--- config.mk ---
export PLATFORM = sky130hd
export DESIGN_NAME = flash_access_arbiter
export DESIGN_NICKNAME = d
export VERILOG_FILES = /design/src/rtl/flash_arb_pkg.sv /design/src/rtl/flash_region_decode.sv /design/src/rtl/flash_access_arbiter.sv
export SDC_FILE = /design/constraint.sdc
export NUM_CORES = 1
export LEC_CHECK = 0
export CORE_ASPECT_RATIO = 1.4
export CORE_UTILIZATION = 30
export CTS_BUF_LIST = sky130_fd_sc_hd__clkbuf_16
export DETAILED_ROUTE_END_ITERATION = 8
export HOLD_SLACK_MARGIN = 0.15
export SYNTH_ARGS = -nofsm -noshare
export SYNTH_HDL_FRONTEND = slang
export SYNTH_HIERARCHICAL = 1
export SYNTH_SLANG_ARGS = --single-unit
--- constraint.sdc ---
create_clock -name clk -period 5.9 [get_ports clk]
set_clock_uncertainty 0.2 [all_clocks]
set_input_delay 1.18 -clock clk [delete_from_list [all_inputs] [get_ports clk]]
set_output_delay 1.18 -clock clk [all_outputs]
set_load 0.05 [all_outputs]
--- src/rtl/flash_arb_pkg.sv ---
// Shared constants for the flash access arbiter: region map, FSM encoding, port indices.
package flash_arb_pkg;

    localparam logic [31:0] CS0_BASE  = 32'h0000_0000;
    localparam logic [31:0] CS0_LIMIT = 32'h07FF_FFFF;
    localparam logic [31:0] CS1_BASE  = 32'h0800_0000;
    localparam logic [31:0] CS1_LIMIT = 32'h0FFF_FFFF;

    localparam logic [1:0] ST_IDLE  = 2'd0;
    localparam logic [1:0] ST_SETUP = 2'd1;
    localparam logic [1:0] ST_WAIT  = 2'd2;
    localparam logic [1:0] ST_DONE  = 2'd3;

    localparam logic PORT_FETCH  = 1'b0;
    localparam logic PORT_LOADER = 1'b1;

    localparam logic REGION_CS0 = 1'b0;
    localparam logic REGION_CS1 = 1'b1;

endpackage

--- src/rtl/flash_region_decode.sv ---
// Combinational address decoder: maps an address onto the CS0/CS1 flash regions.
module flash_region_decode
    import flash_arb_pkg::*;
#(
    parameter int AW = 32
) (
    input  logic [AW-1:0] addr,
    output logic          region,
    output logic          oor
);

    // Both regions are power-of-two sized and aligned, so a masked compare is exact.
    localparam logic [AW-1:0] CS0_MASK = ~AW'(CS0_LIMIT ^ CS0_BASE);
    localparam logic [AW-1:0] CS1_MASK = ~AW'(CS1_LIMIT ^ CS1_BASE);

    logic in_cs0;
    logic in_cs1;

    assign in_cs0 = ((addr ^ AW'(CS0_BASE)) & CS0_MASK) == '0;
    assign in_cs1 = ((addr ^ AW'(CS1_BASE)) & CS1_MASK) == '0;
    assign region = in_cs1 ? REGION_CS1 : REGION_CS0;
    assign oor    = !(in_cs0 || in_cs1);

endmodule

--- src/rtl/flash_access_arbiter.sv ---
// Round-robin arbiter sharing the two program flash devices between fetch and loader ports,
// with region decode, write protection and a programmable wait-state sequencer.
module flash_access_arbiter
    import flash_arb_pkg::*;
#(
    parameter int AW          = 32,
    parameter int DW          = 32,
    parameter int WAIT_CYCLES = 3
) (
    input  logic          clk,
    input  logic          nRESET,
    input  logic          req0,
    input  logic [AW-1:0] addr0,
    output logic          ack0,
    output logic          err0,
    input  logic          req1,
    input  logic [AW-1:0] addr1,
    input  logic          we1,
    input  logic [DW-1:0] wdata1,
    output logic          ack1,
    output logic          err1,
    output logic [DW-1:0] rdata,
    input  logic          wp_unlock,
    output logic          CS0,
    output logic          CS1,
    output logic          WP,
    output logic [26:0]   flash_addr,
    output logic          flash_we,
    output logic [DW-1:0] flash_wdata,
    input  logic [DW-1:0] flash_rdata
);

    logic [1:0]    state;
    logic          last_gnt;
    logic          gnt;
    logic [3:0]    cnt;
    logic          h_we;
    logic          h_fail;

    logic          win;
    logic [AW-1:0] win_addr;
    logic          win_we;
    logic          dec_region;
    logic          dec_oor;
    logic          reject;
    logic          write_ok;

    // Port 0 is read-only, so only the loader can ever present a write.
    assign win      = (req0 && req1) ? ~last_gnt : (req0 ? PORT_FETCH : PORT_LOADER);
    assign win_addr = (win == PORT_LOADER) ? addr1 : addr0;
    assign win_we   = (win == PORT_LOADER) && we1;

    flash_region_decode #(.AW(AW)) u_decode (
        .addr   (win_addr),
        .region (dec_region),
        .oor    (dec_oor)
    );

    assign reject   = dec_oor || (win_we && ((dec_region == REGION_CS0) || !wp_unlock));
    assign write_ok = win_we && !reject;

    // NOTE: every output is a flop in this async-reset block, so asserting nRESET
    // drops CS0/CS1/flash_we immediately and discards any ack in flight.
    always_ff @(posedge clk or negedge nRESET) begin
        if (!nRESET) begin
            state       <= ST_IDLE;
            last_gnt    <= PORT_LOADER;
            gnt         <= PORT_FETCH;
            cnt         <= '0;
            h_we        <= 1'b0;
            h_fail      <= 1'b0;
            CS0         <= 1'b0;
            CS1         <= 1'b0;
            WP          <= 1'b1;
            flash_we    <= 1'b0;
            flash_addr  <= '0;
            flash_wdata <= '0;
            rdata       <= '0;
            ack0        <= 1'b0;
            ack1        <= 1'b0;
            err0        <= 1'b0;
            err1        <= 1'b0;
        end else begin
            case (state)
                ST_IDLE: begin
                    if (req0 || req1) begin
                        gnt        <= win;
                        h_we       <= win_we;
                        h_fail     <= reject;
                        flash_addr <= win_addr[26:0];
                        if (win_we) begin
                            flash_wdata <= wdata1;
                        end
                        CS0      <= !reject && (dec_region == REGION_CS0);
                        CS1      <= !reject && (dec_region == REGION_CS1);
                        flash_we <= write_ok;
                        WP       <= !write_ok;
                        state    <= ST_SETUP;
                    end
                end
                ST_SETUP: begin
                    if (h_fail) begin
                        ack0  <= (gnt == PORT_FETCH);
                        ack1  <= (gnt == PORT_LOADER);
                        err0  <= (gnt == PORT_FETCH);
                        err1  <= (gnt == PORT_LOADER);
                        state <= ST_DONE;
                    end else begin
                        cnt   <= 4'(WAIT_CYCLES - 1);
                        state <= ST_WAIT;
                    end
                end
                ST_WAIT: begin
                    if (cnt == 4'd0) begin
                        if (!h_we) begin
                            rdata <= flash_rdata;
                        end
                        CS0      <= 1'b0;
                        CS1      <= 1'b0;
                        flash_we <= 1'b0;
                        WP       <= 1'b1;
                        ack0     <= (gnt == PORT_FETCH);
                        ack1     <= (gnt == PORT_LOADER);
                        state    <= ST_DONE;
                    end else begin
                        cnt <= cnt - 4'd1;
                    end
                end
                ST_DONE: begin
                    ack0     <= 1'b0;
                    ack1     <= 1'b0;
                    err0     <= 1'b0;
                    err1     <= 1'b0;
                    last_gnt <= gnt;
                    state    <= ST_IDLE;
                end
                default: state <= ST_IDLE;
            endcase
        end
    end

endmodule

==> results by group, run 1 <==
Cells and area
  – Design Area, Final: 0.007548 mm2
  – Layout Nets: 757
  – Filler Cells Inserted: 1463
  – Layout cell share with drive strength beyond 1: 16.37%
  – Area delta synth->final: 56.66%

Route
  – Drt first pass iters: 4
  – Vias/cell: 4.811
  – Total Wirelength: 13.43 mm
  – Residual DRC: 0
  – Wire per inst: 16.37 um
  – Antenna-violating nets left: 0
  – Routed vias: 3945
  – Initial DRC count: 128

Setup path
  – Worst stage delay on the critical path: 560 ps
  – CP Class: primary input to flip-flop
  – CP cell instances: clkdlybuf4s50_1 -> nand2b_1 -> nand2_1 -> mux2_2 -> or4_4 -> nor2_1 -> nand3_1 -> o32a_1
  – CP arrival: 3590 ps
  – CP delay by family, top: simple AND/OR/NAND/NOR gates
  – Worst Path Buf+Inv: 1
  – Crit end category: flip-flop
  – CP max FO: 6
  – Worst Path Required: 5970 ps
  – Slowest library cell on the worst path: clkdlybuf4s50_1
  – Worst setup SP type: primary input

Timing
  – Final worst setup slack: 2377 ps
  – Slew @ Worst Pin: 1134 ps
  – Setup violators final: 0
  – Post-route clock period utilization: 59.71%
  – Post-route setup TNS: 0 ps
  – RSZ-0062 raised after global routing: no
  – Max Fclk: 283.8 MHz
  – Fin. max-slew vios: 0
  – Min Tclk post-route: 3523 ps
  – Hold Violations, Final: 0
  – Worst rel slew slack: 24.24%

Global route
  – Global route overflow: 0
  – Number of global-route vias before repair: 4055
  – Largest net degree at the start of global routing: 58
  – First-pass GRT wire length: 20.72 mm
  – Total GRT Usage: 16.17%
  – Initial antenna violation count: 2

Floorplanning
  – Starting Density: 30.74%
  – Die footprint: 0.01658 mm2
  – DIE HEIGHT: 152.0 um
  – Rows: 54
  – CORE AREA: 0.01568 mm2
  – Ports: 233
  – Die span in x: 109.1 um

Logic synthesis
  – Syn. warnings: 6
  – Syn_nets: 539
  – Mapped Area: 0.004818 mm2
  – Syn Area/Cell: 12.05 um2
  – Gate Count Post-Synth: 400

Placement
  – DP HPWL: 10.21 mm
  – DP Area: 0.007268 mm2
  – IO Port Bufs: 232
  – GP Congestion: 0.7494
  – Worst slack, placed: 2037 ps

Clocking
  – H-tree depth: 3
  – Resize count post-CTS: 0
  – Post-CTS Setup Inserts: 0
  – TritonCTS clock tree: built
  – Clock latency on the worst-skew pair: 350 ps
  – Post-CTS Hold Fix Bufs: 0
  – Clock transition at path regs: 70 ps
  – Root buf cell: clkbuf_16
  – TritonCTS Buffers: 9
  – Clock Path Buffers: 2
  – Clock sink total: 109

Job
  – MaxCap Viol Count: 0

Outcome
  – Outcome: complete, no violations

Worst hold path
  – Hold WC Path Type: flip-flop to flip-flop

Power and ir drop
  – VDD IR max: 0.3770 mV
  – P per Cell Area: 597.1 mW/mm2
  – Pleak: 0.003075 uW
## per-layer routing
metal	routed length [um]	GRT usage (%)	share of wire [%]
met5	30	0	0.22
met3	1101	4.676	8.2
met1	5091	17.67	38
met2	6970	29.26	52
met4	233	5.148	1.7
## worst paths after layout
kind,slack (ps),cells past startpoint,endpoint,startpoint
setup / recovery,2380,8,WP$_DFFE_PN1P_,req1
hold reg to reg,290,1,rdata[14]$_DFFE_PN0P_,rdata[14]$_DFFE_PN0P_
hold / removal,290,1,rdata[14]$_DFFE_PN0P_,rdata[14]$_DFFE_PN0P_
min in group asynchronous,650,1,rdata[23]$_DFFE_PN0P_,nRESET
setup reg to reg,3180,5,flash_wdata[8]$_DFFE_PN0P_,state[0]$_DFFE_PN0P_
max in group asynchronous,3650,2,flash_addr[11]$_DFFE_PN0P_,nRESET
## registers in the layout (all words and copies together), names as in the netlist, 2 cells and up
| signal | flops |
|---|---|
| cnt | 4 |
| rdata | 32 |
| flash_wdata | 32 |
| flash_addr | 27 |
| state | 2 |
## worst register-to-register path: cells and delay by family (launching register included)
family                     cells  cell delay, ps
adders and majority gates      1             380
DFF                            1             410
AOI/OAI and AO/OA              1             870
buffers and inverters          1             130
muxes                          1             450
and+or+nand+nor                1             180
## cell type report
| cell class | instances | area, um2 | area share [%] |
|---|---|---|---|
| inverters | 12 | 45.04 | 0.5967 |
| clock inverters | 7 | 52.55 | 0.6962 |
| clock buffers | 9 | 225.2 | 2.984 |
| well taps | 196 | 245.2 | 3.249 |
| flip-flops and latches | 109 | 2730 | 36.17 |
| diodes | 1 | 2.502 | 0.03315 |
| repair buffers | 236 | 2350 | 31.13 |
| multi-input cells | 250 | 1898 | 25.15 |
## cells in the final DEF (no fill, tap or decap), types with 2 or more instances in the layout
cell type,instances
o21ai_0,28
a21o_1,2
nand4_1,2
ha_1,5
clkdlybuf4s50_1,231
nand3_1,30
a31oi_1,29
o32ai_1,2
and2b_1,2
nand2_1,3
buf_4,5
inv_1,14
mux2_1,2
a22o_1,2
mux2_4,2
clkinv_4,2
nor3_1,2
dfrtp_1,107
dfstp_2,2
nor3b_1,2
clkbuf_16,9
nor2b_1,4
nor2_1,35
mux2_2,72
o21ai_1,3
a211oi_1,2
## where the power goes
part,total [uW],internal (uW),switching [uW]
Sequential,1300,1100,201
Clock,570,290,280
Combinational,2640,978,1660
Total,4510,2370,2140
## stage by stage
step | total power, uW | util [%] | hold WS, ps | cells
after floorplan | 3059 | - | 242.6 | 400
after global placement | 3929 | 46.37 | 266.3 | 803
after detailed placement | 3977 | 46.37 | 274.1 | 803
after CTS | 4565 | 48.14 | 290.0 | 819
after global routing | 4740 | 48.14 | 301.7 | 819
final | 4508 | 48.16 | 286.2 | 820
(Power assumes the default switching activity.)
==> run 2, diff against run 1 <==
==> constraint.sdc (replaced) <==
create_clock -name clk -period 3.2 [get_ports clk]
set_clock_uncertainty 0.2 [all_clocks]
set_input_delay 0.64 -clock clk [delete_from_list [all_inputs] [get_ports clk]]
set_output_delay 0.64 -clock clk [all_outputs]
set_load 0.05 [all_outputs]
==> run 2 against run 1 <==
Register-to-register slack lost 2700 ps. Critical path depth is the same. First-iteration DRC count shrank 13%. Flip-flop and latch count is the same. Hold slack lost 8.8 ps. Cell area grew 1.4%. Sequential power grew 84%. Count of clock-buffer cells in the layout is the same. Core utilization grew 0.66 points. Cell count grew 0.85%. Die area is the same. Largest cell class unchanged.
==> results by group, run 2 (synthesis results as in run 1) <==
Outcome
  – Outcome: complete, no violations

Cells and area
  – Largest regs: flash_wdata (32), rdata (32), flash_addr (27)
  – Layout Nets: 765
  – Commonest non-fill, non-tap cell in the layout: clkdlybuf4s50_1
  – Commonest non-fill, non-tap cells in the layout: clkdlybuf4s50_1, dfrtp_1, mux2_2
  – Area delta synth->final: 58.82%
  – Antenna cells: 0
  – Layout cell share with drive strength beyond 1: 17.59%
  – Filler Cells Inserted: 1483

Clocking
  – TritonCTS Buffers: 9
  – Clock transition at path regs: 70 ps
  – Root buf cell: clkbuf_16
  – TritonCTS clock tree: built
  – Clock latency on the worst-skew pair: 340 ps
  – H-tree depth: 3
  – Clock Path Buffers: 2
  – Clock sink total: 109

Global route
  – Number of global-route vias before repair: 4181
  – Largest net degree at the start of global routing: 62
  – Total GRT Usage: 16.37%
  – Global route overflow: 0
  – Initial antenna violation count: 0
  – First-pass GRT wire length: 21.27 mm

Placement
  – Worst slack, placed: -90.28 ps
  – IO Port Bufs: 232
  – DP HPWL: 10.12 mm
  – GP Congestion: 0.7482

Floorplanning
  – Ports: 233
  – Starting Density: 30.74%
  – Rows: 54
  – CORE AREA: 0.01568 mm2
  – Die span in x: 109.1 um
  – Die footprint: 0.01658 mm2
  – DIE HEIGHT: 152.0 um

Setup path
  – Worst Path Buf+Inv: 1
  – R2r setup slk: 490 ps
  – Worst stage delay on the critical path: 570 ps
  – Worst setup SP type: primary input
  – Worst Path Required: 3270 ps
  – CP max FO: 5
  – CP Class: primary input to flip-flop
  – Worst reg2reg startpoint: last_gnt$_DFFE_PN1P_
  – Critical Path Source: req1
  – CP cell instances: clkdlybuf4s50_1 -> nand2b_1 -> nand2_1 -> mux2_2 -> or4_4 -> nor2_1 -> nand3_1 -> o32a_1
  – CP delay by family, top: simple AND/OR/NAND/NOR gates
  – CP arrival: 3000 ps
  – Crit end category: flip-flop
  – Slowest library cell on the worst path: or4_4

Worst hold path
  – Hold WC Path Type: flip-flop to flip-flop
  – Min-delay src: h_we$_DFFE_PN0P_

Route
  – Initial DRC count: 111
  – Total Wirelength: 13.26 mm
  – Routed vias: 3989
  – Drt first pass iters: 4
  – Wire per inst: 16.03 um
  – Antenna-violating nets left: 0
  – Residual DRC: 0
  – Vias/cell: 4.823

Timing
  – Final worst setup slack: 275.1 ps
  – Worst rel slew slack: 57.03%
  – Max Fclk: 341.9 MHz
  – Slew @ Worst Pin: 644.5 ps
  – Post-route clock period utilization: 91.40%
  – Post-route setup TNS: 0 ps
  – Setup violators final: 0
  – Fin. max-slew vios: 0
  – Min Tclk post-route: 2925 ps
  – Hold Violations, Final: 0
  – RSZ-0062 raised after global routing: no

Power and ir drop
  – Pleak: 0.003121 uW
  – P per Cell Area: 1096 mW/mm2
  – VDD IR max: 0.5497 mV

Job
  – MaxCap Viol Count: 0
[run 2: changes by cell type in the layout (fill, tap and decap cells not counted), sizes merged]
cell	change
buf	+7
inv	-2
clkinv	+1
clkinvlp	+1
diode	-1
dlygate4sd3	+1
[run 2: stage by stage]
step | instances | total power [uW] | utilization, % | hold WS [ps] | cell area (um2)
floorplan | 400 | 5640 | - | 144.4 | 4818
global placement | 810 | 7297 | 46.86 | 256.8 | 7346
detailed placement | 810 | 7384 | 46.86 | 263.0 | 7346
CTS | 827 | 8507 | 48.82 | 280.7 | 7652
global route | 827 | 8862 | 48.82 | 309.3 | 7652
finish | 827 | 8386 | 48.82 | 277.4 | 7652
[run 2: repair_timing]
| item | CTS | global route |
|---|---|---|
| setup buffers | 0 | 0 |
| gates resized for setup | 0 | 0 |
| hold endpoints to repair | 28 | 0 |
| hold buffers | 1 | 0 |
[run 2: area by class of cell]
cell class | count | area [um2] | area share [%]
inverters | 12 | 45.04 | 0.5886
clock inverters | 7 | 71.32 | 0.9320
well taps | 196 | 245.2 | 3.205
multi-input cells | 250 | 1898 | 24.80
flip-flops and latches | 109 | 2730 | 35.68
repair buffers | 244 | 2437 | 31.85
clock buffers | 9 | 225.2 | 2.943
[run 2: layer usage]
metal	track usage, %	routed length, um	part of all wire (%)	up-vias
li1	-	-	-	1888
met1	18.47	5001	38	1908
met2	28.99	6916	52	178
met3	4.547	1113	8.4	15
met4	5.470	228	1.7	0
met5	0	0	0	-
[run 2: where the power goes]
group	internal [uW]	switching (uW)
sequential	2030	359
combinational	1840	3070
clock	549	542
total	4420	3970
[run 2: worst paths after layout]
path | depth (start not counted) | to
worst max-delay path | 8 | WP$_DFFE_PN1P_
worst min-delay path | 1 | h_we$_DFFE_PN0P_
worst max register to register | 7 | WP$_DFFE_PN1P_
worst min register to register | 1 | h_we$_DFFE_PN0P_
max in group asynchronous | 3 | WP$_DFFE_PN1P_
min in group asynchronous | 2 | rdata[25]$_DFFE_PN0P_
==> run 3, diff against run 2 <==
--- a/config.mk
+++ b/config.mk
@@ -5,11 +5,14 @@
 export SDC_FILE = /design/constraint.sdc
 export NUM_CORES = 1
 export LEC_CHECK = 0
+export CELL_PAD_IN_SITES_DETAIL_PLACEMENT = 1
+export CELL_PAD_IN_SITES_GLOBAL_PLACEMENT = 1
 export CORE_ASPECT_RATIO = 1.4
-export CORE_UTILIZATION = 30
+export CORE_UTILIZATION = 28
 export CTS_BUF_LIST = sky130_fd_sc_hd__clkbuf_16
 export DETAILED_ROUTE_END_ITERATION = 8
 export HOLD_SLACK_MARGIN = 0.15
+export PLACE_DENSITY_LB_ADDON = 0.1
 export SYNTH_ARGS = -nofsm -noshare
 export SYNTH_HDL_FRONTEND = slang
 export SYNTH_HIERARCHICAL = 1
==> run 3 against run 2 <==
Largest power group unchanged. Maximum frequency fell by 0.22%. Register-to-register slack got worse by 20 ps. Worst setup slack got worse by 6.4 ps. Sequential power barely moved. Cell count rose by 1.2%. Cell area rose by 0.74%. First-iteration DRC count rose by 32%. Total power rose by 2.1%. Critical endpoint unchanged. Non-clock buffer count rose by 3. Sequential share of layout area fell by 0.26 points. Global-route usage rose by 0.66 points.
==> results by group, run 3 (synthesis results as in run 1) <==
Cells and area
  – Commonest non-fill, non-tap cells in the layout: clkdlybuf4s50_1, dfrtp_1, mux2_2
  – Antenna cells: 0
  – Largest regs: flash_wdata (32), rdata (32), flash_addr (27)
  – Layout Nets: 768
  – Filler Cells Inserted: 1798
  – Layout cell share with drive strength beyond 1: 17.67%
  – Commonest non-fill, non-tap cell in the layout: clkdlybuf4s50_1
  – Area delta synth->final: 59.98%
  – Finished Layout Cells: 837

Timing
  – RSZ-0062 raised after global routing: no
  – Post-route setup TNS: 0 ps
  – Setup violators final: 0
  – Worst rel slew slack: 59.12%
  – Slew @ Worst Pin: 613.2 ps
  – Min Tclk post-route: 2931 ps
  – Hold Violations, Final: 0
  – Max Fclk: 341.2 MHz
  – Post-route clock period utilization: 91.60%
  – Fin. max-slew vios: 0

Clocking
  – H-tree depth: 3
  – TritonCTS Buffers: 9
  – Clock Path Buffers: 2
  – Clock sink total: 109
  – Root buf cell: clkbuf_16
  – Resize count post-CTS: 0
  – Clock latency on the worst-skew pair: 350 ps
  – Post-CTS Hold Fix Bufs: 1
  – TritonCTS clock tree: built
  – Post-CTS Setup Inserts: 0
  – Clock transition at path regs: 70 ps

Floorplanning
  – CORE AREA: 0.01682 mm2
  – Rows: 56
  – Ports: 233
  – Starting Density: 28.65%
  – Die span in x: 112.9 um
  – Die footprint: 0.01774 mm2
  – DIE HEIGHT: 157.2 um

Setup path
  – Crit end category: flip-flop
  – CP arrival: 3000 ps
  – CP Class: primary input to flip-flop
  – CP max FO: 5
  – Worst setup SP type: primary input
  – Worst Path Required: 3270 ps
  – CP cell instances: clkdlybuf4s50_1 -> nand2b_1 -> nand2_1 -> mux2_2 -> or4_4 -> nor2_1 -> nand3_1 -> o32a_1
  – Slowest library cell on the worst path: or4_4
  – Worst stage delay on the critical path: 570 ps
  – Critical Path Source: req1
  – Worst reg2reg startpoint: last_gnt$_DFFE_PN1P_

Power and ir drop
  – Pleak: 0.003158 uW
  – P per Cell Area: 1111 mW/mm2
  – VDD IR max: 0.4250 mV
  – Tot Pwr: 8561 uW

Route
  – Initial DRC count: 147
  – Routed vias: 4013
  – Drt first pass iters: 4
  – Vias/cell: 4.795
  – Antenna-violating nets left: 0
  – Wire per inst: 17.25 um
  – Total Wirelength: 14.44 mm
  – Residual DRC: 0

Global route
  – Total GRT Usage: 17.03%
  – Global route overflow: 0
  – First-pass GRT wire length: 23.35 mm
  – Initial antenna violation count: 0
  – Number of global-route vias before repair: 4418
  – Largest net degree at the start of global routing: 44

Worst hold path
  – Min-delay src: h_we$_DFFE_PN0P_
  – Hold WC Path Type: flip-flop to flip-flop

Placement
  – DP Cell Count: 820
  – DP HPWL: 10.76 mm
  – IO Port Bufs: 232
  – GP Congestion: 0.7320

Outcome
  – Outcome: complete, no violations

Job
  – MaxCap Viol Count: 0
==> run 3: power breakdown <==
part	switching, uW	internal, uW	leakage [uW]
Clock	532	693	0.000162
Sequential	354	2030	0.00131
Combinational	3110	1840	0.00168
==> run 3: final timing paths <==
path                                          endpoint  slack (ps)  cells after the start
max                                     WP$_DFFE_PN1P_         270                      8
min                                   h_we$_DFFE_PN0P_         290                      1
max reg2reg                             WP$_DFFE_PN1P_         470                      7
min reg2reg                           h_we$_DFFE_PN0P_         290                      1
max in group asynchronous         rdata[6]$_DFFE_PN0P_        1380                      3
min in group asynchronous  flash_wdata[22]$_DFFE_PN0P_         650                      2
==> run 3: worst max-delay path: cells and delay by family <==
family | cells | cell delay [ps]
buffers and inverters | 1 | 480
AND/OR/NAND/NOR | 5 | 1200
multiplexers | 1 | 380
AO/OA/AOI/OAI | 1 | 310
==> run 3: stage by stage <==
stage | setup slack [ps] | util [%] | hold WS (ps) | cell area, um2
floorplan | 568.4 | - | 144.4 | 4818
global placement | -4.853 | 43.85 | 254.2 | 7375
detailed placement | -94.73 | 43.85 | 269.0 | 7375
CTS | 275.9 | 45.84 | 287.1 | 7709
global route | 152.3 | 45.84 | 319.5 | 7709
finish | 268.8 | 45.84 | 287.6 | 7709
==> run 3: routing by layer <==
metal	GRT usage [%]	routed length, um	up-vias
met5	0	0	-
met4	5.702	241	0
met3	5.314	1053	16
met2	31.25	7685	131
met1	18.52	5460	1973
li1	-	-	1893
==> run 3: area by class of cell <==
type | count | area, um2 | share of cell area [%]
Timing Repair Buffer | 247 | 2460 | 31.91
Clock inverter | 7 | 98.84 | 1.282
Tap cell | 203 | 254.0 | 3.295
Inverter | 12 | 45.04 | 0.5843
Multi-Input combinational cell | 250 | 1896 | 24.59
Clock buffer | 9 | 225.2 | 2.922
Sequential cell | 109 | 2730 | 35.42
==> RTL change (config.mk and constraints of run 3) <==
`AW` is set to 32 in 2 places; all go to 48.
--- a/src/rtl/flash_region_decode.sv
+++ b/src/rtl/flash_region_decode.sv
@@ -2,7 +2,7 @@
 module flash_region_decode
     import flash_arb_pkg::*;
 #(
-    parameter int AW = 32
+    parameter int AW = 48
 ) (
     input  logic [AW-1:0] addr,
     output logic          region,
--- a/src/rtl/flash_access_arbiter.sv
+++ b/src/rtl/flash_access_arbiter.sv
@@ -3,7 +3,7 @@
 module flash_access_arbiter
     import flash_arb_pkg::*;
 #(
-    parameter int AW          = 32,
+    parameter int AW          = 48,
     parameter int DW          = 32,
     parameter int WAIT_CYCLES = 3
 ) (
Interface: changed (resized addr0 and addr1); port bits go from 233 to 265. The function was not compared with the original's and may differ.
==> RTL change against run 3 <==
Synthesized area is 5.5% higher. Worst setup slack lost 0.043 ns. Critical path type unchanged. Sequential power grew 2%. Worst hold slack got worse by 0.17 ns. Power is 4.4% higher. Wire length rose by 15%. Sequential cell count unchanged. Design area increased by 11%. Critical endpoint is now CS1.
==> RTL change: results <==
<?xml version="1.0" encoding="UTF-8"?>
<metrics>
  <group name="logic_synthesis">
    <metric name="prevailing_post_synth_register_cell" unit="">dfrtp_1</metric>
    <metric name="synth_cell_types" unit="">46</metric>
    <metric name="post_synth_most_frequent_cells" unit="">mux2_2 (137), dfrtp_1 (107), nand2_1 (11)</metric>
    <metric name="synth_warn" unit="">6</metric>
    <metric name="part_of_the_yosys_area_used_for_sequential_elements" unit="%">53.70</metric>
    <metric name="synth.top_cells.by_area" unit="">dfrtp_1 (53%), mux2_2 (30%), mux2_1 (1.8%)</metric>
    <metric name="async_reset_ff_share" unit="%">100.0</metric>
    <metric name="synth_fp_nets" unit="">531</metric>
  </group>
  <group name="cts">
    <metric name="cts_root_buffer" unit="">clkbuf_16</metric>
    <metric name="number_of_buffers_created_by_cts" unit="">9</metric>
    <metric name="htree_num_levels" unit="">3</metric>
    <metric name="clk_transition_reported_paths" unit="ns">0.08</metric>
    <metric name="cts.path.max_buffers" unit="">2</metric>
    <metric name="clock_latency" unit="ns">0.34</metric>
  </group>
  <group name="detailed_routing">
    <metric name="routed_vias" unit="">4041</metric>
    <metric name="count_of_routing_violations_after_the_opening_detailed_route_iteration" unit="">55</metric>
    <metric name="detail_route.first_pass.iterations" unit="">4</metric>
    <metric name="routed_wire_length" unit="µm">16580</metric>
  </group>
  <group name="global_route">
    <metric name="antenna_violations_before_repair" unit="">0</metric>
    <metric name="track_usage" unit="%">17.94</metric>
    <metric name="global_route_wire_length_before_repair" unit="µm">25510</metric>
    <metric name="via_count_of_the_first_global_routing_pass" unit="">4688</metric>
    <metric name="largest_net_degree_at_the_start_of_global_routing" unit="">54</metric>
  </group>
  <group name="layout">
    <metric name="fin_nets" unit="">812</metric>
    <metric name="number_of_filler_instances_in_the_final_layout" unit="">1853</metric>
    <metric name="antenna-diode-count" unit="">0</metric>
    <metric name="final_layout_size_suffix_gt1_share" unit="%">30.65</metric>
    <metric name="reg_top3" unit="">flash_wdata x32, rdata x32, flash_addr x27</metric>
  </group>
  <group name="power_and_ir_drop">
    <metric name="lkg_pwr" unit="nW">3.446</metric>
    <metric name="ir_drop" unit="V">0.0006394</metric>
  </group>
  <group name="placed_design">
    <metric name="placement.io_buffers" unit="">264</metric>
    <metric name="hpwlAfterDp" unit="µm">12590</metric>
    <metric name="routabilityCongestion" unit="">0.7540</metric>
  </group>
  <group name="sta">
    <metric name="final_hold_viol_count" unit="">0</metric>
    <metric name="max_slew.worst_pin.slew" unit="ns">0.8242</metric>
  </group>
  <group name="worst_setup_path">
    <metric name="crit_fanout" unit="">8</metric>
    <metric name="timing.critical_path.arrival" unit="ns">3.02</metric>
  </group>
  <group name="status">
    <metric name="run_status" unit="">finished clean</metric>
  </group>
  <group name="min_path">
    <metric name="worst_hold_path_type" unit="">in -&gt; async</metric>
  </group>
</metrics>
-- RTL change: layout make-up --
| type | instances | share of cell area, % |
|---|---|---|
| timing repair buffer | 287 | 33.48 |
| multi-input combinational | 225 | 27.03 |
| clock buffer | 9 | 2.640 |
| inverter | 9 | 0.3960 |
| tap | 236 | 3.461 |
| sequential | 109 | 32.00 |
| clock inverter | 7 | 0.9827 |
-- RTL change: where the power goes --
part	total (W)	leakage [nW]	internal, W	switching (W)
Clock	0.00116	0.147	0.000619	0.000537
Sequential	0.00243	1.30	0.00205	0.000389
Combinational	0.00535	2.00	0.00209	0.00325
Total	0.00894	3.45	0.00476	0.00418
-- RTL change: worst paths after layout --
| check | slack [ns] | start | cells past startpoint | end |
|---|---|---|---|---|
| min in group clk | 0.28 | h_we | 1 | h_we |
| min | 0.12 | nRESET | 1 | rdata[11] |
| max reg2reg | 0.34 | last_gnt | 14 | WP |
| max in group asynchronous | 1.91 | nRESET | 2 | flash_wdata[22] |
| max | 0.23 | req1 | 12 | CS1 |
| min reg2reg | 0.28 | h_we | 1 | h_we |
-- RTL change: per-stage QoR --
step	instances	total power (W)	area, µm²	worst slack, ns	hold WS (ns)
floorplan	360	0.005851	5087	0.08073	0.1444
global placement	861	0.007689	8104	-0.3895	0.2631
detailed placement	861	0.007805	8104	-0.5717	0.2671
CTS	881	0.009054	8516	0.02517	0.1566
global route	882	0.009367	8531	0.01168	0.1735
finish	882	0.008935	8531	0.2261	0.1193
-- RTL change: cell families after synthesis --
| family | share of synthesized area, % |
|---|---|
| flops | 53.70 |
| buf+inv | 2.683 |
| simple gates | 4.972 |
| mux | 32.71 |
| fa+ha+maj | 1.231 |
| compound gates | 4.702 |
-- RTL change: layer usage --
layer  up-vias  global-route usage (%)  share of wire (%)  wire length (µm)
met5         -                       0                  0                 0
met1      2001                   18.95                 36              6034
met2       167                   33.28                 54              8890
li1       1860                       -                  -                 -
met3        13                   5.478                8.4              1395
met4         0                   5.594                1.6               263
-- RTL change: timing repair --
item / 4_1_cts / 5_1_grt
cloned: 1 / 0
setup endpoints to repair: 5 / 5
gates resized for setup: 17 / 2
pin swaps: 6 / 3
setup buffers: 3 / 1
-- RTL change: critical path: stages --
cell	delay, ns
dlygate4sd2_1	0.24
inv_2	0.06
o21ai_4	0.19
buf_12	0.15
mux2_2	0.34
nor4_2	0.28
buf_4	0.16
nand3_1	0.07
or4_4	0.48
nor2_1	0.13
nand2_1	0.09
o32ai_2	0.19
